File: config.mk
export PLATFORM = sky130hd
export DESIGN_NAME = dag_addr_gen
export DESIGN_NICKNAME = d
export VERILOG_FILES = /design/src/rtl/dag_addr_gen.sv
export SDC_FILE = /design/constraint.sdc
export NUM_CORES = 1
export LEC_CHECK = 0
export CAP_MARGIN = 20
export CORE_UTILIZATION = 45
export CTS_BUF_LIST = sky130_fd_sc_hd__clkbuf_16
export DETAILED_ROUTE_END_ITERATION = 8
export PLACE_DENSITY_LB_ADDON = 0.25
export RECOVER_POWER = 25
export SYNTH_ARGS = -nofsm -noshare
export SYNTH_HDL_FRONTEND = slang
export SYNTH_SLANG_ARGS = --single-unit
File: constraint.sdc
create_clock -name clk_dcd -period 12 [get_ports clk_dcd]
set_clock_uncertainty 0.2 [all_clocks]
set_input_delay 3.6 -clock clk_dcd [delete_from_list [all_inputs] [get_ports clk_dcd]]
set_output_delay 3.6 -clock clk_dcd [all_outputs]
set_load 0.05 [all_outputs]
File: src/rtl/dag_addr_gen.sv
// Data address generator.
// Holds NSET circular-buffer register sets (I index, M modify, L length, B base).
// Produces data-memory addresses with pre-/post-modify and modulo wrap.
// Register read-back is registered onto dg_bc_dt for the bus-connect mux.
module dag_addr_gen #(
   parameter int DW   = 16,
   parameter int NSET = 4
) (
   input  logic                     clk_dcd,
   input  logic                     rst,
   input  logic                     ps_dg_wrt_en,
   input  logic [1:0]               ps_dg_wrt_typ,
   input  logic [$clog2(NSET)-1:0]  ps_dg_wrt_idx,
   input  logic [DW-1:0]            bc_dt,
   input  logic                     ps_dg_rd_en,
   input  logic [1:0]               ps_dg_rd_typ,
   input  logic [$clog2(NSET)-1:0]  ps_dg_rd_idx,
   output logic [DW-1:0]            dg_bc_dt,
   input  logic                     ps_dg_en,
   input  logic [$clog2(NSET)-1:0]  ps_dg_iidx,
   input  logic [$clog2(NSET)-1:0]  ps_dg_midx,
   input  logic                     ps_dg_imm_sel,
   input  logic [DW-1:0]            ps_dg_immod,
   input  logic                     ps_dg_pre,
   output logic [DW-1:0]            dg_dm_add,
   output logic                     dg_dm_add_vld
);

   // Register encoding shared by the write and read ports.
   localparam logic [1:0] TYP_I = 2'b00;
   localparam logic [1:0] TYP_M = 2'b01;
   localparam logic [1:0] TYP_L = 2'b10;

   // Register file state and next state.
   logic [DW-1:0] i_q [NSET];
   logic [DW-1:0] m_q [NSET];
   logic [DW-1:0] l_q [NSET];
   logic [DW-1:0] b_q [NSET];
   logic [DW-1:0] i_d [NSET];
   logic [DW-1:0] m_d [NSET];
   logic [DW-1:0] l_d [NSET];
   logic [DW-1:0] b_d [NSET];

   // Output registers.
   logic [DW-1:0] rd_dt_q, rd_dt_d;
   logic [DW-1:0] add_q, add_d;
   logic          vld_q, vld_d;

   // Address datapath.
   logic [DW-1:0] cur_i_s;
   logic [DW-1:0] cur_l_s;
   logic [DW-1:0] cur_b_s;
   logic [DW-1:0] mod_s;
   logic [DW:0]   sum_s;
   logic [DW:0]   lim_s;
   logic [DW-1:0] res_s;
   logic [DW-1:0] rd_val_s;

   // Modifier select, raw sum in DW+1 bits and single modulo wrap against [B, B+L).
   always_comb begin
      cur_i_s = i_q[ps_dg_iidx];
      cur_l_s = l_q[ps_dg_iidx];
      cur_b_s = b_q[ps_dg_iidx];
      if (ps_dg_imm_sel) begin
         mod_s = ps_dg_immod;
      end else begin
         mod_s = m_q[ps_dg_midx];
      end
      // The modifier is sign-extended, the index is unsigned.
      sum_s = {1'b0, cur_i_s} + {mod_s[DW-1], mod_s};
      lim_s = {1'b0, cur_b_s} + {1'b0, cur_l_s};
      res_s = sum_s[DW-1:0];
      if (cur_l_s != {DW{1'b0}}) begin
         if (!mod_s[DW-1]) begin
            if (sum_s >= lim_s) begin
               res_s = sum_s[DW-1:0] - cur_l_s;
            end else begin
               res_s = sum_s[DW-1:0];
            end
         end else begin
            if (sum_s < {1'b0, cur_b_s}) begin
               res_s = sum_s[DW-1:0] + cur_l_s;
            end else begin
               res_s = sum_s[DW-1:0];
            end
         end
      end else begin
         res_s = sum_s[DW-1:0];
      end
   end

   // Read-back mux on pre-edge register values (no write bypass).
   always_comb begin
      case (ps_dg_rd_typ)
         TYP_I:   rd_val_s = i_q[ps_dg_rd_idx];
         TYP_M:   rd_val_s = m_q[ps_dg_rd_idx];
         TYP_L:   rd_val_s = l_q[ps_dg_rd_idx];
         default: rd_val_s = b_q[ps_dg_rd_idx];
      endcase
   end

   // Next-state for registers: post-modify update first, explicit write applied last so it wins.
   always_comb begin
      for (int k = 0; k < NSET; k++) begin
         i_d[k] = i_q[k];
         m_d[k] = m_q[k];
         l_d[k] = l_q[k];
         b_d[k] = b_q[k];
      end
      if (ps_dg_en && !ps_dg_pre) begin
         i_d[ps_dg_iidx] = res_s;
      end else begin
         i_d[ps_dg_iidx] = i_q[ps_dg_iidx];
      end
      if (ps_dg_wrt_en) begin
         case (ps_dg_wrt_typ)
            TYP_I:   i_d[ps_dg_wrt_idx] = bc_dt;
            TYP_M:   m_d[ps_dg_wrt_idx] = bc_dt;
            TYP_L:   l_d[ps_dg_wrt_idx] = bc_dt;
            default: begin
               // Writing a base restarts the buffer at that base.
               b_d[ps_dg_wrt_idx] = bc_dt;
               i_d[ps_dg_wrt_idx] = bc_dt;
            end
         endcase
      end else begin
         m_d[ps_dg_wrt_idx] = m_q[ps_dg_wrt_idx];
      end
   end

   // Next-state for the registered outputs; address and read data hold when idle.
   always_comb begin
      vld_d = ps_dg_en;
      if (ps_dg_en) begin
         if (ps_dg_pre) begin
            add_d = res_s;
         end else begin
            add_d = cur_i_s;
         end
      end else begin
         add_d = add_q;
      end
      if (ps_dg_rd_en) begin
         rd_dt_d = rd_val_s;
      end else begin
         rd_dt_d = rd_dt_q;
      end
   end

   // State update with asynchronous clear of every register and output.
   always_ff @(posedge clk_dcd or posedge rst) begin
      if (rst) begin
         for (int k = 0; k < NSET; k++) begin
            i_q[k] <= {DW{1'b0}};
            m_q[k] <= {DW{1'b0}};
            l_q[k] <= {DW{1'b0}};
            b_q[k] <= {DW{1'b0}};
         end
         rd_dt_q <= {DW{1'b0}};
         add_q   <= {DW{1'b0}};
         vld_q   <= 1'b0;
      end else begin
         for (int k = 0; k < NSET; k++) begin
            i_q[k] <= i_d[k];
            m_q[k] <= m_d[k];
            l_q[k] <= l_d[k];
            b_q[k] <= b_d[k];
         end
         rd_dt_q <= rd_dt_d;
         add_q   <= add_d;
         vld_q   <= vld_d;
      end
   end

   assign dg_bc_dt      = rd_dt_q;
   assign dg_dm_add     = add_q;
   assign dg_dm_add_vld = vld_q;

endmodule

==> metrics.log, run 1 <==
[metrics] number of antenna violations at the first check in global routing: 0
[metrics] first-pass GRT wire length: 93.8 mm
[metrics] count of buffers from port buffering: 83
[metrics] total power density per cell area: 322 nW/um2
[metrics] pin count of the biggest net entering global routing: 107
[metrics] Sinks on Clock Net: 289
[metrics] Critical path buffers and inverters: 1
[metrics] total inserted antenna cells: 0
[metrics] hold bufs inserted after CTS: 0
[metrics] worst voltage drop across the vdd grid: 0.183 mV
[metrics] violation count after the first detailed-routing iteration: 1412
[metrics] count of buffers added by post-CTS timing repair for setup: 0
[metrics] top fanout value on the critical path: 8
[metrics] count of flip-flops with a built-in enable after synthesis: 0
[metrics] cts repair resizes: 0
[metrics] Distinct cells, synth: 79
[metrics] Initial Utilization: 46.0%
[metrics] count of warnings emitted by yosys: 0
[metrics] max_cap viols: 3
[metrics] cells along the critical path: clkdlybuf4s50_1 -> mux4_2 -> mux2_2 -> ha_1 -> fa_1 -> a21oi_2 -> o2111ai_2 -> a2111oi_2 -> nor2_1 -> nor2_1 -> nor2_1 -> nor2_1 -> xnor2_1 -> ha_1 -> nand3_1 -> o22ai_1 -> nor2_1 -> o31ai_4 -> nor3_2 -> a21oi_2 -> a221oi_2 -> o21ai_0
[metrics] Cell Area, Synth: 19500 um2
[metrics] setup-violating endpoint count in the final report: 0
[metrics] critical path endpoint category: register
[metrics] clock tree buffer depth: 3
[metrics] share of final-layout standard cells stronger than drive strength 1: 24.7%
[metrics] class of the worst hold path: reg2reg
[metrics] Syn Nets: 1868
[metrics] Yosys reg bits: 289
[metrics] die span in y: 210 um
[metrics] DRC violations left: 0
[metrics] Mapped Cells: 1719
[metrics] total count of max-transition violations in the final report: 200
[metrics] slew of the pin with the lowest slew margin: 4840 ps
[metrics] final weighted congestion in routability-driven placement: 0.967
[metrics] # H-tree levels: 2
[metrics] number of vias per cell: 6.41
[metrics] violated checks: capacitance limit, slew limit
[metrics] clock tree from TritonCTS: yes
[metrics] share of synthesized area occupied by flip-flops and latches: 37.0%
[metrics] RSZ-0062 raised after global routing: no
[metrics] biggest area contributors in the synthesized netlist: dfrtp_1, mux4_2, mux2_2
[metrics] startpoint class of the critical path: primary input
[metrics] via count of the first global-routing pass: 15025
[metrics] global route total overflow: 0
[metrics] Async SR Flop Fraction: 100%
[metrics] num ports: 84
[metrics] relative slew slack: -225%
[metrics] min cycle time layout: 10060 ps
[metrics] Design Area, Final: 22000 um2
[metrics] top library cells by usage in the layout, fill and taps aside: dfrtp_1, a21oi_1, mux2_2
[metrics] Fmax: 99.4 MHz
[metrics] final count of hold timing violations: 0
[metrics] full die area: 44200 um2
[metrics] via count: 15104
[metrics] core occupancy in the finished layout: 51.8%
[metrics] worst hold-check slack: 306 ps
[metrics] setup_tns: 0 ps
[metrics] insertion delay of the later-clocked pin in the worst-skew pair: 540 ps
[metrics] area grow syn2layout: 12.5%
[metrics] CTS clock-pin slew for the worst setup and hold paths: 60 ps
[metrics] crit path kind: in2reg
[metrics] sum of routed wire length over all layers: 61.2 mm
[metrics] core area: 42400 um2
[metrics] data arrival time of the critical path: 10250 ps
[metrics] fin crit share: 83.8%
[metrics] overall power: 7070 uW
[metrics] all-layer global routing usage: 28.3%
[metrics] critical path's most frequent cell: nor2_1
[metrics] dominant register cell in the synthesized netlist: dfrtp_1
[metrics] horizontal die dimension: 210 um
[metrics] number of rows created at floorplan: 75
[metrics] post-synthesis cell type with the largest combined area: dfrtp_1
[metrics] post-detail-place hpwl: 43.4 mm
[metrics] clock tree root driver cell: clkbuf_16
[metrics] leakage power of the design: 0.00913 uW
[metrics] CP top delay family: compound AO/OA/AOI/OAI gates
[metrics] result of the run: complete, but fails checks
[metrics] CP Data Required Time: 12190 ps
[metrics] mean routed wirelength per cell: 26.0 um
[metrics] worst-path cell with the longest stage delay: clkdlybuf4s50_1
[metrics] Post-DP Area: 20900 um2
[metrics] proportion of netlist area held by the largest area contributor: 37.0%
[metrics] average cell area after synthesis: 11.4 um2
[metrics] most common cell after layout, fill and taps aside: dfrtp_1
[metrics] number of buffers created by CTS: 34
[metrics] Detail Route Antenna Nets: 0
[metrics] first-pass iteration count of the detailed router: 6
[metrics] Critical Path Max Stage Delay: 790 ps
[metrics] net count of the finished layout: 1901
[cells by family after synthesis]
kind of cell / synth area share [%]
xor gates and xnor gates: 2.24
AOI/OAI and AO/OA: 12.8
and+or+nand+nor: 8.48
buffers and inverters: 3.63
muxes: 29.3
adders and majority gates: 6.49
DFF: 37.0
[power by group]
group	leakage, uW	total [uW]	internal, uW	switching [uW]
sequential	0.00345	1510	1280	233
clock	0.000573	1050	619	428
combinational	0.00510	4510	1840	2670
[stage by stage]
step           setup slack [ps]  std cells
6_report                   1940       2355
5_1_grt                     746       2355
4_1_cts                    2020       2355
3_5_place_dp               1470       2293
3_3_place_gp               1540       2293
2_1_floorplan               223       1719
[area by class of cell]
type,instances,area (um2)
Clock buffer,37,926
Clock inverter,25,186
Fill cell,3728,20500
Inverter,62,234
Multi-Input combinational cell,1248,11600
Sequential cell,289,7230
Tap cell,577,722
Timing Repair Buffer,117,1060
[sequential cells by signal (all words and copies together), names as in the netlist]
register / count
i_q: 64
dg_dm_add_vld: 1
l_q: 64
b_q: 64
dg_bc_dt: 16
m_q: 64
dg_dm_add: 16
[worst paths after layout]
kind	slack [ps]	end	cells after the start	startpoint
setup / recovery	1940	i_q[30]	22	ps_dg_midx[0]
hold / removal	310	dg_bc_dt[14]	1	dg_bc_dt[14]
setup reg to reg	5390	i_q[47]	21	b_q[0]
hold reg to reg	310	dg_bc_dt[14]	1	dg_bc_dt[14]
max in group asynchronous	2050	m_q[16]	3	rst
min in group asynchronous	4790	m_q[27]	2	rst
[per-layer routing]
layer / GRT usage [%] / vias to the layer above / part of all wire, %
met3: 5.86 / 120 / 9.7
met2: 43.4 / 805 / 46
met4: 7.83 / 0 / 2.6
li1: - / 6532 / -
met5: 0 / - / 0
met1: 40.6 / 7647 / 42
[cells in the mapped netlist, types with 5 or more instances]
master	count
o21ai_1	32
nor4_1	6
mux2i_1	27
xor2_1	10
buf_1	23
nor3_1	15
and2_1	11
o21ai_0	58
a21oi_1	191
nand4_1	6
a21oi_2	5
nand2b_1	6
nor2_1	135
o221ai_1	8
ha_1	94
mux2_2	164
a211oi_1	8
nand2_1	57
and3_1	55
dfrtp_1	289
o21bai_1	17
xnor2_1	38
mux4_2	160
o21a_1	8
o31ai_1	5
inv_1	62
nor2b_1	21
nand3_1	16
a21o_1	17
clkbuf_1	89
buf_2	5
a31oi_1	6
No activity file was read; power rests on OpenSTA's default activity.
==> run 2, diff against run 1 <==
==> constraint.sdc (replaced) <==
create_clock -name clk_dcd -period 9.1 [get_ports clk_dcd]
set_clock_uncertainty 0.2 [all_clocks]
set_input_delay 2.73 -clock clk_dcd [delete_from_list [all_inputs] [get_ports clk_dcd]]
set_output_delay 2.73 -clock clk_dcd [all_outputs]
set_load 0.05 [all_outputs]
==> metrics.log, run 2 (synthesized netlist as in run 1, its figures left out) <==
[metrics] result of the run: complete, but fails checks
[metrics] violated checks: capacitance limit, slew limit
[metrics] clock tree from TritonCTS: yes
[metrics] max_cap viols: 3 (unchanged)
[metrics] all-layer global routing usage: 27.8% (-0.43 points)
[metrics] share of final-layout standard cells stronger than drive strength 1: 26.3% (+1.6 points)
[metrics] launch instance of the worst register-to-register path: l_q[0]
[metrics] mean routed wirelength per cell: 25.4 um (-2.5%)
[metrics] setup_tns: 0 ps (unchanged)
[metrics] total inserted antenna cells: 0 (unchanged)
[metrics] most common cell after layout, fill and taps aside: dfrtp_1
[metrics] clock tree root driver cell: clkbuf_16
[metrics] fin crit share: 95.9%
[metrics] DRC violations left: 0 (unchanged)
[metrics] global route total overflow: 0 (unchanged)
[metrics] die span in y: 210 um (unchanged)
[metrics] number of cells on the worst hold path: 1 (unchanged)
[metrics] violation count after the first detailed-routing iteration: 1343 (-4.9%)
[metrics] Filler Cell Count: 3727 (-0.027%)
[metrics] total power density per cell area: 423 nW/um2 (+31%)
[metrics] sum of routed wire length over all layers: 60.5 mm (-1.2%)
[metrics] CTS clock-pin slew for the worst setup and hold paths: 60 ps (about the same)
[metrics] post-detail-place hpwl: 43.1 mm (-0.65%)
[metrics] share of power burned in the clock network: 13.6% (-1.2 points)
[metrics] relative slew slack: -203% (+21 points)
[metrics] area grow syn2layout: 14.1%
[metrics] worst voltage drop across the vdd grid: 0.218 mV (+19%)
[metrics] Worst Hold Endpoint: dg_bc_dt[13]
[metrics] number of antenna violations at the first check in global routing: 1 (+1)
[metrics] # H-tree levels: 2 (unchanged)
[metrics] clock tree buffer depth: 3 (unchanged)
[metrics] full die area: 44200 um2 (unchanged)
[metrics] core area: 42400 um2 (unchanged)
[metrics] pin count of the biggest net entering global routing: 178 (+66%)
[metrics] worst-path cell with the longest stage delay: clkdlybuf4s50_1
[metrics] least setup slack across all paths after layout: 373 ps (-1570 ps)
[metrics] top fanout value on the critical path: 10 (+2)
[metrics] data arrival time of the critical path: 8910 ps (-1340 ps)
[metrics] startpoint class of the critical path: primary input
[metrics] critical path endpoint category: register
[metrics] Register-to-Register Setup Slack: 2810 ps (-2580 ps)
[metrics] switching part of the total power: 46.3% (-0.77 points)
[metrics] Reg power frac: 21.1% (-0.3 points)
[metrics] net count of the finished layout: 1939 (+2.0%)
[metrics] Critical Path Max Stage Delay: 600 ps (-190 ps)
[metrics] number of rows created at floorplan: 75 (unchanged)
[metrics] final count of hold timing violations: 0 (unchanged)
[metrics] count of buffers from port buffering: 83 (unchanged)
[metrics] top library cells by usage in the layout, fill and taps aside: dfrtp_1, a21oi_1, mux2_2
[metrics] crit path kind: in2reg
[metrics] Setup Slack @ Placement: -132 ps (-1600 ps)
[metrics] multi-input combinational cell area: 11600 um2 (+0.13%)
[metrics] reg2reg path depth: 21 (unchanged)
[metrics] first-pass iteration count of the detailed router: 5 (-1)
[metrics] first-pass GRT wire length: 92.6 mm (-1.3%)
[metrics] number of buffers created by CTS: 34 (unchanged)
[metrics] setup-violating endpoint count in the final report: 0 (unchanged)
[metrics] number of vias per cell: 6.35 (-1.1%)
[metrics] CP Data Required Time: 9280 ps (-2910 ps)
[metrics] worst reg2reg path endpoint: dg_dm_add[1]
[metrics] leakage power of the design: 0.00934 uW (+2.3%)
[metrics] Detail Route Antenna Nets: 0 (unchanged)
[metrics] combinational cell fraction of total power: 65.3% (+1.5 points)
[metrics] class of the worst hold path: reg2reg
[metrics] num ports: 84 (unchanged)
[metrics] min cycle time layout: 8730 ps
[metrics] slew of the pin with the lowest slew margin: 4550 ps (-292 ps)
[metrics] horizontal die dimension: 210 um (unchanged)
[metrics] internal cell power: 5060 uW (+35%)
[metrics] Critical path buffers and inverters: 2 (+1)
[metrics] insertion delay of the later-clocked pin in the worst-skew pair: 540 ps (about the same)
[metrics] cells along the critical path: clkdlybuf4s50_1 -> buf_4 -> mux4_2 -> mux2_2 -> ha_1 -> a211oi_1 -> o21bai_1 -> a31o_2 -> a21oi_1 -> o21bai_1 -> a21oi_1 -> o21bai_1 -> a21oi_1 -> xnor2_1 -> ha_1 -> nand3_1 -> o22ai_1 -> nor2_1 -> o31ai_4 -> or3_1 -> o32a_1 -> o21ai_1 -> o21ai_1
[metrics] area taken by flip-flops and latches: 7230 um2 (unchanged)
[metrics] reported net switching power: 4370 uW (+31%)
[metrics] CP top delay family: compound AO/OA/AOI/OAI gates
[metrics] RSZ-0062 raised after global routing: no
[metrics] via count: 15152 (+0.32%)
[metrics] Sinks on Clock Net: 289 (unchanged)
[metrics] via count of the first global-routing pass: 15349 (+2.2%)
[metrics] Fmax: 115 MHz
[metrics] Hold Path Origin: dg_bc_dt[13]
[metrics] Initial Utilization: 46.0% (unchanged)
[metrics] count of buffers added by post-CTS timing repair for setup: 0 (unchanged)
[metrics] final weighted congestion in routability-driven placement: 0.904 (-6.6%)
[metrics] total count of max-transition violations in the final report: 274 (+37%)
run 2: cell type report:
cell class                 instances  share of cell area, %
multi-input combinational       1248                   52.1
timing repair buffer             155                   6.55
sequential                       289                   32.4
tap                              577                   3.24
clock inverter                    22                  0.657
inverter                          62                   1.05
clock buffer                      35                   3.93
run 2: repair_timing:
action,4_1_cts,5_1_grt
resized for setup,0,2
setup endpoints to repair,0,1
hold buffers,0,0
run 2: worst max-delay path by stage:
stage,start,to,slack (ps),cells past startpoint
3_3_place_gp,ps_dg_midx[0],i_q[47],-6,23
6_report,ps_dg_midx[0],dg_dm_add[9],370,23
2_1_floorplan,ps_dg_iidx[0],dg_dm_add[8],70,26
4_1_cts,ps_dg_midx[0],i_q[15],380,20
5_1_grt,ps_dg_midx[0],i_q[41],9,23
3_5_place_dp,ps_dg_midx[0],i_q[15],-130,20
run 2: power groups by stage:
stage	clock network (uW)	registers (uW)	logic [uW]
3_5_place_dp	0	2000	6000
2_1_floorplan	0	2110	4000
4_1_cts	1300	1980	6050
5_1_grt	1330	2040	6660
6_report	1280	1990	6150
3_3_place_gp	0	1970	5890
run 2: metrics by stage:
step	util (%)	area [um2]	power (uW)	hold slack, ps	cells
2_1_floorplan	-	19500	6110	291	1719
3_3_place_gp	49.9	21200	7860	291	2327
3_5_place_dp	50.0	21200	8000	297	2329
4_1_cts	52.5	22200	9320	311	2386
5_1_grt	52.6	22300	10000	320	2388
6_report	52.6	22300	9430	309	2388
run 2: metal layers:
metal / vias to the layer above / share of wire [%] / GRT usage (%)
met2: 665 / 47 / 44.2
met4: 0 / 3.1 / 9.31
met5: - / 0 / 0
met1: 7734 / 43 / 38.6
met3: 132 / 7.8 / 5.11
li1: 6621 / - / -
